<file path="config.mk">
export PLATFORM = sky130hd
export DESIGN_NAME = brush_stamp
export DESIGN_NICKNAME = d
export VERILOG_FILES = /design/src/rtl/sketch_pkg.sv /design/src/rtl/offset_scanner.sv /design/src/rtl/brush_stamp.sv
export SDC_FILE = /design/constraint.sdc
export NUM_CORES = 1
export LEC_CHECK = 0
export ABC_AREA = 1
export CAP_MARGIN = 20
export CORE_ASPECT_RATIO = 0.8
export CORE_MARGIN = 2
export CORE_UTILIZATION = 53
export DETAILED_ROUTE_END_ITERATION = 8
export PLACE_DENSITY = 0.78
export SLEW_MARGIN = 20
export SYNTH_ARGS = -nofsm -noshare
export SYNTH_HDL_FRONTEND = slang
export SYNTH_HIERARCHICAL = 1
export SYNTH_SLANG_ARGS = --single-unit
</file>
<file path="constraint.sdc">
create_clock -name clk -period 5.4 [get_ports clk]
set_input_delay 0.54 -clock clk [delete_from_list [all_inputs] [get_ports clk]]
set_output_delay 0.54 -clock clk [all_outputs]
set_load 0.005 [all_outputs]
</file>
<file path="src/rtl/sketch_pkg.sv">
// Shared constants and types for the sketch pad drawing blocks.
package sketch_pkg;

    localparam int H_RES       = 640;
    localparam int V_RES       = 480;
    localparam int X_WIDTH     = 10;
    localparam int Y_WIDTH     = 10;
    localparam int COLOR_WIDTH = 8;
    localparam int MAX_RADIUS  = 10;
    localparam int R_WIDTH     = 5;
    localparam int D_WIDTH     = 6;

    typedef enum logic [1:0] {
        StIdle,
        StScan,
        StDrain,
        StDone
    } stamp_state_t;

endpackage

</file>
<file path="src/rtl/offset_scanner.sv">
// Raster counter over the square of offsets (-r..r, -r..r), dx fastest.
module offset_scanner
    import sketch_pkg::*;
(
    input  logic                      clk,
    input  logic                      rst,
    input  logic                      load,
    input  logic [R_WIDTH-1:0]        load_r,
    input  logic [R_WIDTH-1:0]        r,
    input  logic                      advance,
    output logic signed [D_WIDTH-1:0] dx,
    output logic signed [D_WIDTH-1:0] dy,
    output logic                      last
);

    logic signed [D_WIDTH-1:0] dx_q, dy_q;
    logic signed [D_WIDTH-1:0] neg_load, r_s;

    assign neg_load = -$signed({1'b0, load_r});
    assign r_s      = $signed({1'b0, r});
    assign last     = (dx_q == r_s) && (dy_q == r_s);
    assign dx       = dx_q;
    assign dy       = dy_q;

    always_ff @(posedge clk or posedge rst) begin
        if (rst) begin
            dx_q <= '0;
            dy_q <= '0;
        end else if (load) begin
            dx_q <= neg_load;
            dy_q <= neg_load;
        end else if (advance) begin
            if (dx_q == r_s) begin
                dx_q <= -r_s;
                dy_q <= dy_q + 6'sd1;
            end else begin
                dx_q <= dx_q + 6'sd1;
            end
        end
    end

endmodule

</file>
<file path="src/rtl/brush_stamp.sv">
// Rasterises a filled circle around the cursor into a valid/ready pixel stream.
module brush_stamp
    import sketch_pkg::*;
#(
    parameter int H_RES       = sketch_pkg::H_RES,
    parameter int V_RES       = sketch_pkg::V_RES,
    parameter int X_WIDTH     = sketch_pkg::X_WIDTH,
    parameter int Y_WIDTH     = sketch_pkg::Y_WIDTH,
    parameter int COLOR_WIDTH = sketch_pkg::COLOR_WIDTH,
    parameter int MAX_RADIUS  = sketch_pkg::MAX_RADIUS
) (
    input  logic                   clk,
    input  logic                   rst,
    input  logic                   start,
    input  logic [X_WIDTH-1:0]     center_x,
    input  logic [Y_WIDTH-1:0]     center_y,
    input  logic [R_WIDTH-1:0]     radius,
    input  logic [COLOR_WIDTH-1:0] color,
    output logic                   busy,
    output logic                   pix_valid,
    input  logic                   pix_ready,
    output logic [X_WIDTH-1:0]     pix_x,
    output logic [Y_WIDTH-1:0]     pix_y,
    output logic [COLOR_WIDTH-1:0] pix_color,
    output logic                   done
);

    stamp_state_t state_q, state_d;

    logic [X_WIDTH-1:0]     cx_q;
    logic [Y_WIDTH-1:0]     cy_q;
    logic [COLOR_WIDTH-1:0] color_q;
    logic [R_WIDTH-1:0]     r_q, r_clamp;

    logic                   pix_valid_q;
    logic [X_WIDTH-1:0]     pix_x_q;
    logic [Y_WIDTH-1:0]     pix_y_q;
    logic [COLOR_WIDTH-1:0] pix_color_q;

    logic signed [D_WIDTH-1:0] dx, dy;
    logic                      last;
    logic                      accept_start, out_free, advance;

    logic [6:0]             ax, ay, sq_x, sq_y;
    logic [7:0]             dist2, r2;
    logic signed [X_WIDTH:0] sx;
    logic signed [Y_WIDTH:0] sy;
    logic                   x_ok, y_ok, hit;

    assign r_clamp      = (radius > R_WIDTH'(MAX_RADIUS)) ? R_WIDTH'(MAX_RADIUS) : radius;
    assign accept_start = (state_q == StIdle) && start;
    assign out_free     = !pix_valid_q || pix_ready;
    assign advance      = (state_q == StScan) && out_free;

    offset_scanner u_scanner (
        .clk     (clk),
        .rst     (rst),
        .load    (accept_start),
        .load_r  (r_clamp),
        .r       (r_q),
        .advance (advance),
        .dx      (dx),
        .dy      (dy),
        .last    (last)
    );

    // Hit test: inside the circle and on screen after signed offsetting.
    always_comb begin
        ax    = 7'(dx[D_WIDTH-1] ? -dx : dx);
        ay    = 7'(dy[D_WIDTH-1] ? -dy : dy);
        sq_x  = ax * ax;
        sq_y  = ay * ay;
        dist2 = {1'b0, sq_x} + {1'b0, sq_y};
        r2    = {3'b0, r_q} * {3'b0, r_q};
        sx    = $signed({1'b0, cx_q}) + (X_WIDTH+1)'(dx);
        sy    = $signed({1'b0, cy_q}) + (Y_WIDTH+1)'(dy);
        x_ok  = !sx[X_WIDTH] && (sx[X_WIDTH-1:0] < X_WIDTH'(H_RES));
        y_ok  = !sy[Y_WIDTH] && (sy[Y_WIDTH-1:0] < Y_WIDTH'(V_RES));
        hit   = (dist2 <= r2) && x_ok && y_ok;
    end

    always_comb begin
        state_d = state_q;
        unique case (state_q)
            StIdle:  if (start) state_d = StScan;
            StScan:  if (advance && last) state_d = StDrain;
            StDrain: if (out_free) state_d = StDone;
            StDone:  state_d = StIdle;
            default: state_d = StIdle;
        endcase
    end

    always_ff @(posedge clk or posedge rst) begin
        if (rst) begin
            state_q <= StIdle;
            cx_q    <= '0;
            cy_q    <= '0;
            color_q <= '0;
            r_q     <= '0;
        end else begin
            state_q <= state_d;
            if (accept_start) begin
                cx_q    <= center_x;
                cy_q    <= center_y;
                color_q <= color;
                r_q     <= r_clamp;
            end
        end
    end

    always_ff @(posedge clk or posedge rst) begin
        if (rst) begin
            pix_valid_q <= 1'b0;
            pix_x_q     <= '0;
            pix_y_q     <= '0;
            pix_color_q <= '0;
        end else if (advance) begin
            pix_valid_q <= hit;
            if (hit) begin
                pix_x_q     <= sx[X_WIDTH-1:0];
                pix_y_q     <= sy[Y_WIDTH-1:0];
                pix_color_q <= color_q;
            end
        end else if (pix_valid_q && pix_ready) begin
            pix_valid_q <= 1'b0;
        end
    end

    assign busy      = (state_q != StIdle);
    assign done      = (state_q == StDone);
    assign pix_valid = pix_valid_q;
    assign pix_x     = pix_x_q;
    assign pix_y     = pix_y_q;
    assign pix_color = pix_color_q;

endmodule
</file>
# Word-level counts from Yosys, hierarchy flattened
# Index checks and enable logic that the tools add are counted.
dict set report totals {
  in_bits 37
  ff_bits 76
  output_inout_bits 31
}
dict set report classes {
  eq_ne 8
  n_lt_le_gt_ge 4
  n_mux 15
  reduce_logical 21
  multipliers 3
  add_sub_neg 9
}
# op count
set op_table {}
lappend op_table {{two-way mux 6 bit} 6}
lappend op_table {{adder 11 x 6 -> 11 bit} 2}
lappend op_table {{multiplier 7 x 7 -> 7 bit} 2}
lappend op_table {{two-way mux 7 bit} 2}
lappend op_table {{negator 6 -> 7 bit} 2}
lappend op_table {{adder 6 x 2 -> 6 bit (second input constant)} 2}
lappend op_table {{== test 6 bit} 2}
lappend op_table {{negator 5 -> 6 bit} 2}
lappend op_table {{less-than comparator 10 bit (second input constant)} 1}
lappend op_table {{less-than comparator 10 x 9 -> 1 bit (second input constant)} 1}
lappend op_table {{logical AND 1 bit} 9}
lappend op_table {{adder 7 x 7 -> 8 bit} 1}
lappend op_table {{less-or-equal comparator 8 bit} 1}
lappend op_table {{multiplier 5 x 5 -> 8 bit} 1}
lappend op_table {{case mux 2 bit (4 select lines)} 1}
lappend op_table {{nonzero test 2 bit} 4}
lappend op_table {{two-way mux 2 bit} 3}
lappend op_table {{> comparator 5 x 4 -> 1 bit (second input constant)} 1}
lappend op_table {{two-way mux 5 bit} 1}
lappend op_table {{== test 2 bit (second input constant)} 2}
lappend op_table {{inequality test 2 bit (second input constant)} 2}
lappend op_table {{AND reduction 2 bit} 2}
lappend op_table {{logical NOT 1 bit} 3}
lappend op_table {{AND reduction 3 bit} 1}
lappend op_table {{5 further kinds} 6}

# Depth between registers and ports, before layout
dict set report logic_depth {
  ltp_word 8
  depth_mapped 35
}

# Cells and area by module
# Netlist, hierarchy kept.
# module seq_area_each_um2 cells_each instances area_per_inst_um2
set by_module_without_submodules {}
lappend by_module_without_submodules {brush_stamp 1601.5 738 1 5315.1}
lappend by_module_without_submodules {offset_scanner 300.3 185 1 1179.9}

# Least setup slack after synthesis
# Ideal clock, no wire load.
dict set report synth_path {
  path_type {flip-flop to flip-flop}
  from {register u_scanner.dy_q[0] (netlist: u_scanner/dy[0])}
  to {register pix_color_q[0] (netlist: pix_color[0])}
  setup_time_ns 0.116
  t_required_ns 5.284
  arrival_time_ns 5.426
  synth_period_minus_slack_ns 5.542
  n_path_buf 1
  stages_incl_launch_ff 35
  path_slack_ns -0.142
  cell_sequence {dfrtp_1 inv_1 ha_1 nand2_1 o21ai_0 xor2_1 inv_1 nor2_1 ha_1 inv_1 fa_1 fa_1 inv_1 ha_1 a21oi_1 o21ai_0 xor2_1 xor2_1 xor2_1 ha_1 inv_1 o21bai_1 ha_1 a21o_1 nor2_1 nand2_1 nand2_1 nand2_1 nor2_2 nand2_1 nor2_2 nand2_2 buf_6 nand2_1 nand2_1}
}
dict set report synth_between {
  elab_chain_cells 8
  word_cells_on_any_way 12
  classes_between {add/sub: 3; mul: 1; order compare: 2; mux: 1; reduce/logical: 5}
}
# item line
set synth_lines {}
lappend synth_lines {{start: declaration} offset_scanner.sv:16} ;# logic signed [D_WIDTH-1:0] dx_q, dy_q;
lappend synth_lines {{start signal: assignment} offset_scanner.sv:31} ;# dy_q <= neg_load;
lappend synth_lines {{start signal: assignment} offset_scanner.sv:35} ;# dy_q <= dy_q + 6'sd1;
lappend synth_lines {{negator 6 -> 7 bit} brush_stamp.sv:70} ;# ay = 7'(dy[D_WIDTH-1] ? -dy : dy);
lappend synth_lines {{two-way mux 7 bit} brush_stamp.sv:70}
lappend synth_lines {{multiplier 7 x 7 -> 7 bit} brush_stamp.sv:72} ;# sq_y = ay * ay;
lappend synth_lines {{adder 7 x 7 -> 8 bit} brush_stamp.sv:73} ;# dist2 = {1'b0, sq_x} + {1'b0, sq_y};
lappend synth_lines {{less-or-equal comparator 8 bit} brush_stamp.sv:79} ;# hit = (dist2 <= r2) && x_ok && y_ok;
lappend synth_lines {{logical AND 1 bit} brush_stamp.sv:79}
lappend synth_lines {{logical AND 1 bit (*)} brush_stamp.sv:79}
lappend synth_lines {{AND reduction 2 bit (no source line) (*)} n/a}
lappend synth_lines {{end signal: assignment} brush_stamp.sv:122} ;# pix_color_q <= color_q;
lappend synth_lines {{end: declaration} brush_stamp.sv:38} ;# logic [COLOR_WIDTH-1:0] pix_color_q;
# Mark *: on every way between the ends. The rest lies on a longest branch, timed or not.
# A chain may end at the register's enable or synchronous reset.

# Final worst setup path
dict set report layout_path {
  from {register u_scanner.dy_q[0] (netlist: u_scanner/dy[0])}
  to {register pix_x_q[1] (netlist: pix_x[1])}
}
dict set report layout_between {
  elab_chain_cells 8
  word_cells_on_any_way 12
  classes_between {add/sub: 3; mul: 1; order compare: 2; mux: 1; reduce/logical: 5}
}
# item line
set layout_lines {}
lappend layout_lines {{negator 6 -> 7 bit} brush_stamp.sv:70}
lappend layout_lines {{two-way mux 7 bit} brush_stamp.sv:70}
lappend layout_lines {{multiplier 7 x 7 -> 7 bit} brush_stamp.sv:72}
lappend layout_lines {{adder 7 x 7 -> 8 bit} brush_stamp.sv:73}
lappend layout_lines {{less-or-equal comparator 8 bit} brush_stamp.sv:79}
lappend layout_lines {{logical AND 1 bit} brush_stamp.sv:79}
lappend layout_lines {{logical AND 1 bit (*)} brush_stamp.sv:79}
lappend layout_lines {{AND reduction 2 bit (no source line) (*)} n/a}
lappend layout_lines {{end signal: assignment} brush_stamp.sv:120} ;# pix_x_q <= sx[X_WIDTH-1:0];
lappend layout_lines {{end: declaration} brush_stamp.sv:36} ;# logic [X_WIDTH-1:0] pix_x_q;
# Marked as above.

==> metrics.txt <==
Yosys top cell area share=29.3%; RSZ-0062 raised after global routing=true; slowest cell delay on critical path=0.56 ns; Ports=68; status=finished with violations; cts hold-fix bufs=0; Setup crit start kind=flop; area delta synth->final=28.9%; mux share of post-synthesis cell area=0%; Reg clk slew, reported paths=0.06 ns; Synth area leaders=dfrtp_1, nand2_1, ha_1; synth warn=6; overall routing resource usage=26.4%; Fin Setup TNS=-5.87 ns; Mapped Cells=923; Avg Cell Area, Syn=7.04 sq um; Final Hold Viols=0; largest family of logic cells by synthesized area=simple AND/OR/NAND/NOR gates; most frequent CP cell=xor2_1; fillers=990; core area=12100 sq um; die height=103 microns; Hold Path Class=reg2reg; fin crit share=105%; hpwl dp=11.5 mm; Reg2Reg Depth=33; worst setup margin=-0.245 ns; WL/cell=14.1 microns; clk sink count=76; Place WS=-0.292 ns; clk buf depth=2; Synth area leader=dfrtp_1; Mapped Area=6490 sq um; # H-tree levels=3; Hold Path Sink=pix_x[7]$_DFFE_PP0P_; dominant synthesized flop cell=dfrtp_1; Setup Skew=0.00704 ns; Worst Max-Slew Pin Slew=0.880 ns; CTS tree=done; initial antenna violation count=0; count leader, synth=nand2_1; hold depth=2; Slew headroom=41.3%; reg-to-reg slack, setup=-0.24 ns; root buf cell=clkbuf_16; First-pass DRT Iterations=5; reg-to-reg startpoint=u_scanner/dy[0]$_DFFE_PP0P_; GRT overflow=0; first-pass GRT wire length=28.0 mm; Cell Area, Placed=7530 sq um; Synth Area in XOR/XNOR=5.39%; Synth Area in Compound Gates=6.88%; n_diodes=0; Starting Density=53.8%; Slowest-stage cell, CP=fa_1; row count=36; vias in the first global route=5988; kind of critical path=reg2reg; clock buffer count from CTS=9; nets=1156; CP max FO=6; Commonest cells post-synth=nand2_1, inv_1, dfrtp_1, nand3_1, nor2_1; number of remaining DRC errors=0; Worst Min Path Start=pix_x[7]$_DFFE_PP0P_; Synth Area in Adders=16.5%; Buf/Inv on CP=6; Yosys cell types=41; Post-Synth Simple-Gate Area=31.8%; DR vias=6256; Synth async-reset ratio=100%; Clock Latency Late Sink=0.34 ns; Final Setup Violations=29; Critical Path AT=5.92 ns; post-route minimum period=5.64 ns; final antenna-violating net count=0; final WL=16.9 mm; Post-Place Cells=1164; family with the most delay on the worst path=adder cells; f_max=177 MHz; die footprint=13200 sq um; failing checks=setup timing; Post-synth EDFFs=0; Finished Layout Cells=1198; Worst Path Required=5.68 ns; Synth Register Bits=76; Critical Path Sink Type=flop; violation count after the first detailed-routing iteration=430; Final Instance Area=8370 sq um; largest net degree at the start of global routing=65; cell depth of the worst setup path=33; sequential element share of the synthesized area=29.3%; worst flop-to-flop path endpoint=pix_x[1]$_DFFE_PP0P_; layout cells sized above 1=15.1%; die width=128 microns; PortBufs=67; final-report max-slew violation count=0; GPL Wtd Cong=0.924; max cap viols=0; post-DR vias/cell=5.22
[registers in the layout, summed over array words and instances, names as in the netlist]
register and count:
cx_q 10, cy_q 10, pix_x 10, pix_y 10, color_q 8, pix_color 8
u_scanner/dx 6, u_scanner/dy 6, r_q 5, state_q 2, pix_valid 1
[cell families after synthesis]
kind of cell    after synthesis
compound gates               78
xor+xnor                     40
fa+ha+maj                    78
buf+inv                     155
flops                        76
other cells                   2
simple gates                494
[worst max-delay path by stage]
stage,from,end
floorplan,u_scanner/dx[0]$_DFFE_PP0P_,pix_color[0]$_DFFE_PP0P_
global placement,u_scanner/dx[0]$_DFFE_PP0P_,pix_y[9]$_DFFE_PP0P_
detailed placement,u_scanner/dx[0]$_DFFE_PP0P_,pix_y[6]$_DFFE_PP0P_
CTS,u_scanner/dy[0]$_DFFE_PP0P_,pix_x[7]$_DFFE_PP0P_
global route,u_scanner/dx[0]$_DFFE_PP0P_,pix_x[1]$_DFFE_PP0P_
finish,u_scanner/dy[0]$_DFFE_PP0P_,pix_x[1]$_DFFE_PP0P_
[metal layers]
layer / vias up / track usage [%] / wire length, microns
li1: 3117 / - / -
met1: 2895 / 36.1 / 7780
met3: 26 / 4.57 / 1100
met4: 0 / 6.09 / 258
met5: - / 0 / 0
met2: 218 / 44.3 / 7780
[worst min-delay path, stage by stage, from the launching register on]
cell	delay (ns)
dfrtp_1	0.34
nand2_1	0.06
nand2_1	0.05
[placed cells by master (no fill, tap or decap), types with 3 or more instances in the layout]
cell type / Yosys / layout
buf_12: 0 / 3
conb_1: 2 / 6
nand2_2: 5 / 16
clkdlybuf4s50_1: 0 / 67
xnor2_1: 14 / 14
nand2_1: 323 / 308
nand2_4: 1 / 5
dfrtp_1: 76 / 74
inv_2: 7 / 13
nor2_1: 66 / 63
nor2_2: 6 / 8
buf_4: 0 / 43
fa_1: 13 / 13
o211ai_1: 3 / 3
inv_1: 130 / 123
a21o_1: 5 / 5
o21ai_2: 4 / 7
clkbuf_16: 0 / 13
nand4_1: 8 / 8
a21oi_2: 1 / 3
o21ai_0: 20 / 16
ha_4: 0 / 4
nand3_2: 2 / 21
a21oi_1: 35 / 33
xor2_1: 26 / 25
ha_1: 65 / 59
nor3_1: 6 / 6
nand3_1: 70 / 51
[cell type report]
| cell class | count | area (sq um) | area share (%) |
|---|---|---|---|
| multi-input cells | 696 | 4220 | 50.4 |
| clock inverters | 6 | 71.3 | 0.852 |
| flip-flops and latches | 76 | 1900 | 22.7 |
| inverters | 138 | 526 | 6.28 |
| clock buffers | 10 | 239 | 2.85 |
| well taps | 152 | 190 | 2.27 |
| repair buffers | 120 | 1220 | 14.6 |
[stage by stage]
step	hold WS [ns]	utilization, %
after floorplan	0.405	-
final	0.480	69.4
after global routing	0.503	69.4
after detailed placement	0.461	62.3
after global placement	0.458	62.3
after CTS	0.475	66.5
[repair_timing]
action,4_1_cts,5_1_grt
buffers inserted,9,3
resized for setup,23,51
cloned,2,4
setup endpoints to repair,29,29
pin swaps,20,59
Power is not shown: default switching activity piles up to over one toggle a cycle in this logic, so the estimate is an artifact.
==> RTL change: new RTL, config.mk and constraints unchanged <==
Set the package constant `MAX_RADIUS` to 8 (it was 10).
--- a/src/rtl/sketch_pkg.sv
+++ b/src/rtl/sketch_pkg.sv
@@ -7,5 +7,5 @@
     localparam int Y_WIDTH     = 10;
     localparam int COLOR_WIDTH = 8;
-    localparam int MAX_RADIUS  = 10;
+    localparam int MAX_RADIUS  = 8;
     localparam int R_WIDTH     = 5;
     localparam int D_WIDTH     = 6;
Formal check against the unedited RTL: no difference found for any inputs over 4 cycles, from zero or initial values and one cycle with rst high; that may be too few to reach the edited logic, so the function may still have changed.
==> RTL change against the unedited design <==
The run still ends with negative setup slack left; non-clock buffer count is 6 higher; sequential cell count is the same; fmax is 0.34% lower; worst setup slack lost 0.019 ns; final cell count is 0.67% lower; area after synthesis is 0.40% lower; wire length is 1.4% lower; cell area is 0.96% lower; die area fell by 0.39%; critical path type unchanged.
Power is left out: the tool's default activity adds up to more than one toggle a clock period on the data nets, which glitch-free logic cannot reach.
==> RTL change: results (changes against the unedited design) <==
outcome finished with violations; failing checks negative setup slack; clock-cell share of area 0.0358 (-0.00130); inverters 150 (+8.7%); total placed cells including tap cells 1154 (-0.86%); H-tree Lvls 3 (unchanged); non-clk buf share 0.146 (-0.000399); first-pass GRT wire length 27.8 mm (-0.74%); met2 Use GR 0.436 (-0.00658); final worst slack -0.264 ns (-0.0192 ns); Rel. slew slack 0.328 (-0.0846); Metal-1 WL 7.75 mm (-0.42%); Max FO, Critical Path 7 (+1); HPWL Detailed 11.8 mm (+2.9%); Compound-Gate Fraction of Synth Area 0.0936 (+0.0248); share of cells above drive strength 1 0.156 (+0.00502); CTS Sinks 76 (unchanged); Filler Cells Inserted 975 (-1.5%); syn_area_per_cell 7.14 um2 (+1.5%); Overall Global Routing Usage 0.266 (+0.00149); Synth cell types 43 (+4.9%); final net count 1148 (-0.69%); Vias/cell 5.19 (-0.70%); final wirelength 16.7 mm (-1.4%); met1 Use GR 0.369 (+0.00766); Worst Skew 0.00722 ns (+0.000173 ns); Final Setup Violations 29 (unchanged); xor/xnor share of the synthesized area 0.0542 (+0.000219); number of signal-net buffers in the layout 126 (+5.0%); Worst EP arrival 5.89 ns (-0.03 ns); multi-input gates 670 (-3.7%); adder-cell share of the synthesized area 0.166 (+0.000671); metal3 WL 1.07 mm (-2.7%); Wirelength per Cell 14.0 um (-0.79%); Seq/Total Area, Yosys 0.294 (+0.00119); GR Util met3 0.0389 (-0.00675); Post-synth top cells 291 x nand2_1, 143 x inv_1, 76 x dfrtp_1; GPL Wtd Cong 0.915 (-0.94%); Initial DRC Count 403 (-6.3%); metal2 WL 7.63 mm (-1.9%)
[RTL change: changes by cell type in the layout (fill, tap and decap cells not counted), sizes merged]
cell / unedited run / this run
clkinvlp: 2 / 0
nor2: 73 / 74
a21oi: 36 / 35
nand3: 73 / 58
clkbuf: 14 / 9
nand3b: 0 / 1
o21ai: 26 / 49
inv: 139 / 152
clkinv: 2 / 4
nor3: 6 / 5
nand2: 330 / 296
buf: 49 / 59
[RTL change: timing repair]
item	in CTS	in global routing
cloned	4	0
endpoints found under the setup margin	29	29
setup buffers	15	4
pin swaps	29	21
gates resized for setup	53	14
[RTL change: through the flow]
stage          setup TNS, ns  hold WS (ns)  instance area [um2]
2_1_floorplan              0         0.405                 6490
4_1_cts                -6.99         0.478                 8290
6_report               -6.25         0.477                 8290
3_5_place_dp           -7.44         0.462                 7570
3_3_place_gp           -4.48         0.457                 7570
5_1_grt               -14.74         0.506                 8290
[RTL change: cell families after synthesis]
| logic type | count (synthesis) |
|---|---|
| other | 2 |
| buffers and inverters | 164 |
| AOI/OAI and AO/OA | 100 |
| xor gates and xnor gates | 40 |
| DFF | 76 |
| adders and majority gates | 78 |
| and+or+nand+nor | 446 |
[RTL change: worst paths after layout]
path	from	to	slack [ns]	cells after the start
max	u_scanner/dx[1]	pix_y[2]	-0.26	35
min	pix_color[7]	pix_color[7]	0.48	2
max reg2reg	u_scanner/dx[1]	pix_y[2]	-0.26	35
min reg2reg	pix_color[7]	pix_color[7]	0.48	2
max in group asynchronous	rst	cx_q[1]	4.07	3
min in group asynchronous	rst	u_scanner/dy[2]	0.59	2
[RTL change: critical path, delay by kind of cell, from the launching register on]
family          cells  cell delay [ns]
fa+ha+maj           7             2.28
simple gates       12             0.99
xor+xnor            4             0.75
buf+inv             7             0.60
compound gates      5             0.53
flops               1             0.40
